**config.mk**
```make
export PLATFORM = sky130hd
export DESIGN_NAME = fetch_sequencer
export DESIGN_NICKNAME = d
export VERILOG_FILES = /design/src/rtl/fetch_pkg.sv /design/src/rtl/next_pc_calc.sv /design/src/rtl/fetch_sequencer.sv
export SDC_FILE = /design/constraint.sdc
export NUM_CORES = 1
export LEC_CHECK = 0
export CAP_MARGIN = 30
export CORE_MARGIN = 4
export CORE_UTILIZATION = 35
export CTS_CLUSTER_SIZE = 8
export DETAILED_ROUTE_END_ITERATION = 10
export GPL_TIMING_DRIVEN = 0
export SLEW_MARGIN = 40
export SYNTH_ARGS = -nofsm -noshare
export SYNTH_HDL_FRONTEND = slang
export SYNTH_SLANG_ARGS = --single-unit
```
**constraint.sdc**
```tcl
create_clock -name clk -period 2.75 [get_ports clk]
set_input_delay 0.4125 -clock clk [delete_from_list [all_inputs] [get_ports clk]]
set_output_delay 0.4125 -clock clk [all_outputs]
set_load 0.1 [all_outputs]
```
**src/rtl/fetch_pkg.sv**
```systemverilog
// Shared types and constants for the instruction-fetch sequencer.
package fetch_pkg;

    typedef enum logic [2:0] {
        IDLE,
        REQ,
        WAIT,
        HOLD,
        DROP
    } fetch_state_t;

    localparam int unsigned INSTR_BYTES      = 4;
    localparam logic [31:0] RESET_PC_DEFAULT = 32'h0000_0000;

    // Sign-extended 16-bit word offset converted to a byte offset.
    function automatic logic [31:0] branch_offset(input logic [15:0] imm);
        return {{14{imm[15]}}, imm, 2'b00};
    endfunction

endpackage

```
**src/rtl/next_pc_calc.sv**
```systemverilog
// Redirect decision and branch/jump target computation for the execute-stage instruction.
module next_pc_calc
    import fetch_pkg::*;
(
    input  logic [31:0] ex_pc,
    input  logic [31:0] ex_instr,
    input  logic        branch_sel,
    input  logic        zero,
    input  logic        jump_sel,
    input  logic        ex_valid,
    output logic        take,
    output logic [31:0] target
);

    logic [31:0] seq_pc;
    logic        unused_opcode;

    assign seq_pc        = ex_pc + 32'(INSTR_BYTES);
    assign unused_opcode = ^ex_instr[31:26];

    assign take   = ex_valid & (jump_sel | (branch_sel & zero));
    assign target = jump_sel ? {seq_pc[31:28], ex_instr[25:0], 2'b00}
                             : seq_pc + branch_offset(ex_instr[15:0]);

endmodule

```
**src/rtl/fetch_sequencer.sv**
```systemverilog
// Single-outstanding instruction fetch controller with decode buffer and redirect handling.
module fetch_sequencer
    import fetch_pkg::*;
#(
    parameter logic [31:0] RESET_PC = RESET_PC_DEFAULT
) (
    input  logic        clk,
    input  logic        rst_n,
    output logic        imem_req,
    output logic [31:0] imem_addr,
    input  logic        imem_gnt,
    input  logic        imem_rvalid,
    input  logic [31:0] imem_rdata,
    output logic        if_valid,
    output logic [31:0] if_instr,
    output logic [31:0] if_pc,
    input  logic        id_ready,
    input  logic        ex_valid,
    input  logic [31:0] ex_pc,
    input  logic [31:0] ex_instr,
    input  logic        branch_sel,
    input  logic        zero,
    input  logic        jump_sel,
    output logic        redirect
);

    fetch_state_t state, state_nxt;
    logic [31:0]  pc, pc_nxt;
    logic [31:0]  req_pc, req_pc_nxt;
    logic         buf_load, buf_clear;
    logic         take;
    logic [31:0]  target;

    next_pc_calc u_next_pc_calc (
        .ex_pc      (ex_pc),
        .ex_instr   (ex_instr),
        .branch_sel (branch_sel),
        .zero       (zero),
        .jump_sel   (jump_sel),
        .ex_valid   (ex_valid),
        .take       (take),
        .target     (target)
    );

    assign imem_addr = pc;

    always_comb begin
        state_nxt  = state;
        pc_nxt     = pc;
        req_pc_nxt = req_pc;
        imem_req   = 1'b0;
        buf_load   = 1'b0;
        buf_clear  = 1'b0;
        unique case (state)
            IDLE: begin
                state_nxt = REQ;
                if (take) pc_nxt = target;
            end
            REQ: begin
                imem_req = 1'b1;
                if (take) begin
                    pc_nxt = target;
                    if (imem_gnt) state_nxt = DROP;
                end else if (imem_gnt) begin
                    req_pc_nxt = pc;
                    pc_nxt     = pc + 32'(INSTR_BYTES);
                    state_nxt  = WAIT;
                end
            end
            WAIT: begin
                if (take) begin
                    pc_nxt    = target;
                    state_nxt = imem_rvalid ? REQ : DROP;
                end else if (imem_rvalid) begin
                    buf_load  = 1'b1;
                    state_nxt = HOLD;
                end
            end
            HOLD: begin
                if (take) begin
                    buf_clear = 1'b1;
                    pc_nxt    = target;
                    state_nxt = REQ;
                end else if (id_ready) begin
                    buf_clear = 1'b1;
                    state_nxt = REQ;
                end
            end
            DROP: begin
                if (take) pc_nxt = target;
                // The stale response retires the old request even if a new redirect lands with it.
                if (imem_rvalid) state_nxt = REQ;
            end
            default: state_nxt = IDLE;
        endcase
    end

    always_ff @(posedge clk or negedge rst_n) begin
        if (!rst_n) begin
            state    <= IDLE;
            pc       <= RESET_PC;
            req_pc   <= '0;
            redirect <= 1'b0;
            if_valid <= 1'b0;
            if_instr <= '0;
            if_pc    <= '0;
        end else begin
            state    <= state_nxt;
            pc       <= pc_nxt;
            req_pc   <= req_pc_nxt;
            redirect <= take;
            if (buf_load) begin
                if_valid <= 1'b1;
                if_instr <= imem_rdata;
                if_pc    <= req_pc;
            end else if (buf_clear) begin
                if_valid <= 1'b0;
            end
        end
    end

endmodule

```
---- Yosys cells after proc, flatten, opt, wreduce, memory -nomap -nowiden ----
Index checks and enable logic that the tools add are counted.
word-level totals
  flip-flop bits (word level) ............. 133
  input bits .............................. 105
  output and inout bits ................... 99
  word-level logic and storage cells ...... 55
operators by class
  $add $sub $neg .......................... 3
  equality and inequality tests ........... 10
  mux-type cells .......................... 24
  bitwise logic cells ..................... 4
  reduce and logical (&&, ||, !) cells .... 7
operators by type and width
  operator                 count
  $mux W32                 4
  $add A32 B3 Y32 const B  2
  $pmux W32 S2             1
  $add A32 B32 Y32         1
  $mux W3                  9
  $pmux W3 S5              1
  $mux W1                  9
  $ne A3 B3 Y1 const B     3
  $eq A3 B2 Y1 const B     2
  $reduce_and A3 Y1        2
  $ne A2 B2 Y1 const B     2
  $reduce_and A4 Y1        1
  $reduce_bool A2 Y1       2
  $reduce_or A4 Y1         1
  $eq A3 B1 Y1 const B     1
  $eq A3 B3 Y1 const B     1
  $logic_not A3 Y1         1
  $and A1 B1 Y1            2
  $ne A2 B1 Y1 const B     1
  $not A1 Y1               1
  $or A1 B1 Y1             1

---- Longest topological paths before layout ----
  word-level depth ........................ 7
  depth in mapped cells ................... 18
  mapped depth without buffers ............ 17

---- Cells and area by module ----
From an unflattened synthesis, not the netlist that was laid out.
unflattened totals
  cell total of the unflattened synthesis .. 925
  area total of the unflattened synthesis .. 8483.1 µm²
by module, submodules not included
  module           instances  cells an instance  area an instance (µm²)  sequential area each (µm²)
  fetch_sequencer  1          532                5875.6                  3328.2
  next_pc_calc     1          393                2607.5                  0.0

---- Worst setup path after synthesis ----
OpenSTA, ideal clock, no wires.
  kind .................................... input port to flip-flop
  from .................................... input ex_pc[5]
  to ...................................... register pc[30], in the netlist imem_addr[30]
  library setup time ...................... 0.071 ns
  arrival ................................. 3.338 ns
  data required time ...................... 2.679 ns
  path slack .............................. -0.660 ns
  stages on the path ...................... 18
  buffers on the path ..................... 1
  path through ............................ and3_1 and2_2 and3_1 and2b_2 and2_4 nand2_1 xnor2_1 ha_1 clkbuf_1 a21o_1 a21o_1 a21oi_1 o21bai_1 a21oi_1 o21ai_0 a21oi_1 mux2_2 nor2_1
on the way
  longest elaborated chain between the ends .. 5
  elaborated cells on any way between the ends .. 6
  those cells by class .................... add/sub: 2; mux: 4
RTL lines
  element                      line                    source
  from (decl)                  fetch_sequencer.sv:19   input logic [31:0] ex_pc,
  $add A32 B3 Y32 *            next_pc_calc.sv:18      assign seq_pc = ex_pc + 32'(INSTR_BYTES);
  $add A32 B32 Y32             next_pc_calc.sv:23      : seq_pc + branch_offset(ex_instr[15:0]);
  $mux W32 *                   next_pc_calc.sv:22      assign target = jump_sel ? {seq_pc[31:28], ex_instr[25:0], 2'b00}
  $mux W32 (on tied branches)  n/a
  $pmux W32 S2 *               fetch_sequencer.sv:54   unique case (state)
  to (signal assigned)         fetch_sequencer.sv:109  pc <= pc_nxt;
  to (decl)                    fetch_sequencer.sv:28   logic [31:0] pc, pc_nxt;
Mark *: on every way between the ends. The rest lies on a longest branch, timed or not. The select of a mux whose other input is x is not followed.
A chain may end at the register's enable or synchronous reset.

---- Final worst setup path ----
  from .................................... input ex_pc[10]
  to ...................................... register pc[31], in the netlist imem_addr[31]
The elaborated chain is that of the path after synthesis.

==> qor.csv <==
stage;metric;value;unit
cells_and_area;nets@finish;1279;
global_route;global-route wire length before repair;39.79;mm
synthesis;post-synth top area cell;dfrtp_1;
synthesis;Seq/Total Area, Yosys;41.18;%
cells_and_area;post-route cell area;11370;um^2
routing;DRT Pass-1 Iters;5;
synthesis;Syn Inst Count;885;
critical_path;Startpoint Class;input port;
critical_path;reg-to-reg startpoint;state[2]$_DFFE_PN0P_;
timing;RSZ-0062 raised after global routing;true;
place;I/O Buffers;196;
timing;Worst Slack Setup Final;-0.2179;ns
routing;Routed WL;24.95;mm
outcome;failing checks;setup timing;
run;max cap viols;0;
die;Core ar.;22710;um^2
timing;Final Skew;0.01306;ns
synthesis;EDFF count, synth;0;
synthesis;register bit total from synthesis;133;
cells_and_area;register area;3331;um^2
cells_and_area;commonest non-fill, non-tap cell in the layout;nand2_1;
place;Placer Congestion;0.8619;
critical_path;CP Class;input port to register;
place;dpl cell area;10040;um^2
synthesis;syn nets;1027;
synthesis;Cell Area, Synth;8083;um^2
outcome;status;finished, violations left;
timing;max-slew violations;0;
cells_and_area;fillcell total;2135;
cts;Clk Latency, worst-skew pair;0.41;ns
global_route;pin count of the biggest net entering global routing;61;
critical_path;crit path max fanout;5;
cells_and_area;number of inserted diodes;0;
synthesis;post-synth cell types;72;
global_route;grt ovf;0;
cts;CTS clk-pin slew, worst paths;0.06;ns
cells_and_area;Layout Area Growth over Synthesis;40.67;%
cells_and_area;commonest non-fill, non-tap cells in the layout;nand2_1, dfrtp_1, buf_2;
critical_path;Worst setup EP type;register;
place;hpwl dp;18.87;mm
die;Die ar.;25590;um^2
synthesis;ys async rst share;100.0;%
timing;Slew HR;57.12;%
global_route;All-Layer GR Usage;19.01;%
cts;CTS H-tree depth;4;
critical_path;CP startpoint;ex_pc[10];
hold_path;Hold Path Class;input port to asynchronous set/reset pin;
die;Ports;204;
global_route;initial antenna violation count;0;
cts;CTS Root Cell;clkbuf_16;
routing;First DRT Iteration DRCs;429;
synthesis;top cell type's share of synthesized area;41.18;%
synthesis;top_reg_cell synth;dfrtp_1;
synthesis;warnings from Yosys;0;
synthesis;syn_area_per_cell;9.133;um^2
timing;Final Hold Viols;0;
cts;Sink Count;133;
cts;CTS max path bufs;2;
cts;CTS tree;done;
routing;# DRC;0;
routing;wire per inst;17.38;um
cells_and_area;share of layout cells above drive strength 1;34.00;%
timing;Worst-Margin Slew;0.6433;ns
timing;f_max;336.9;MHz
routing;vias per cell;5.234;
die;DIE HEIGHT;160.0;um
timing;crit share post-route;107.9;%
routing;Vias;7511;
critical_path;CP required;3.06;ns
global_route;vias in the first global route;7289;
die;initial core utilization;35.59;%
die;die span in x;160.0;um
timing;Final setup violation count;11;
routing;Post-DRT Antenna Nets;0;
synthesis;Synth area leaders;dfrtp_1, mux2_2, nand2_1, ha_1, a21oi_1;
timing;fin crit period;2.968;ns
die;cell row count;55;
critical_path;CP arrival;3.28;ns
cells_and_area;area of the multi-input gates;5044;um^2
cts;CTS Buf Count;17;
## final timing paths
path | end | slack [ns] | depth (start not counted)
worst max-delay path | imem_addr[31]$_DFFE_PN0P_ | -0.22 | 18
worst min-delay path | redirect$_DFF_PN0_ | 0.43 | 2
worst max register to register | imem_addr[24]$_DFFE_PN0P_ | 0.09 | 10
worst min register to register | req_pc[17]$_DFFE_PN0P_ | 0.48 | 2
max in group asynchronous | req_pc[26]$_DFFE_PN0P_ | 1.48 | 4
min in group clk | req_pc[17]$_DFFE_PN0P_ | 0.48 | 2
## cells in the mapped netlist, types with 3 or more instances
cell      count
or3_1         3
o21bai_1      4
o22a_1        4
o21ai_1       6
mux2i_1       5
mux2_2       66
o32ai_1       3
and2_1        4
nand3_1      35
a211oi_1     11
nor2_1       52
a21o_1       15
o21a_1        4
buf_2        16
o31ai_1       3
ha_1         36
o221ai_1      4
a21oi_1      77
o22ai_1       8
o211ai_1      4
a31oi_1       8
nor4_1        3
nand4_1      13
dfrtp_1     133
clkbuf_1     21
inv_1        13
a221oi_1      3
xnor2_1      34
or2_2         3
and3_1       13
nor3_1       11
xor2_1       15
and4_1        3
nand2_1     169
o21ai_0      39
## what timing repair did
action,in CTS,in global routing
hold buffers,1,0
pin swaps,42,31
setup endpoints to repair,21,18
hold endpoints to repair,24,0
buffers inserted,29,11
gates resized for setup,121,49
## cells by family (layout without fill, tap and decap cells)
family | after synthesis | in the layout | synth area share, %
AO/OA/AOI/OAI | 211 | 211 | 16.22
XOR/XNOR | 49 | 49 | 5.310
adder cells (fa/ha/maj) | 37 | 37 | 5.820
buffers and inverters | 53 | 318 | 2.910
flip-flops | 133 | 133 | 41.18
multiplexers | 71 | 71 | 9.814
AND/OR/NAND/NOR | 331 | 331 | 18.75
## sequential cells by signal, indices dropped and copies added (netlist names)
register	count
state	3
if_pc	32
if_instr	32
if_valid	1
req_pc	32
imem_addr	32
redirect	1
## per-stage QoR
stage,util [%],setup slack (ns),hold WS [ns],std cells,TNS (ns)
after CTS,48.76,-0.2101,0.4164,1426,-0.7244
after global routing,50.07,-0.3691,0.4372,1435,-3.052
final,50.07,-0.2179,0.4263,1435,-1.137
after floorplan,-,-0.4169,0.1169,885,-1.195
after global placement,46.12,-4.732,0.4557,1366,-597.59
after detailed placement,44.21,-1.296,0.2717,1368,-21.93
## final cells by class
class | instances | share of cell area [%]
buffer | 35 | 1.552
multi-input combinational | 699 | 44.36
tap | 285 | 3.136
clock inverter | 15 | 1.155
clock buffer | 17 | 3.742
inverter | 14 | 0.5062
sequential | 133 | 29.29
timing repair buffer | 237 | 16.25
## worst max-delay path: stages
cell	delay, ns
buf_6	0.07
and3_4	0.18
and3_4	0.20
nand3_4	0.08
and2b_2	0.28
and2_4	0.18
nand4_1	0.13
xnor2_2	0.20
buf_4	0.15
ha_4	0.16
o21bai_4	0.17
a21oi_4	0.17
nand2_1	0.07
a2bb2oi_1	0.13
o21a_1	0.13
xnor2_2	0.14
o21a_1	0.21
o31ai_2	0.22
## metal layers
| metal | wire [um] | up-vias | global-route usage (%) |
|---|---|---|---|
| met2 | 11990 | 240 | 31.35 |
| li1 | - | 3682 | - |
| met4 | 384 | 0 | 4.849 |
| met1 | 11310 | 3566 | 26.17 |
| met3 | 1263 | 23 | 3.123 |
| met5 | 0 | - | 0 |
Power is not shown: default switching activity piles up to over one toggle a cycle in this logic, so the estimate is an artifact.
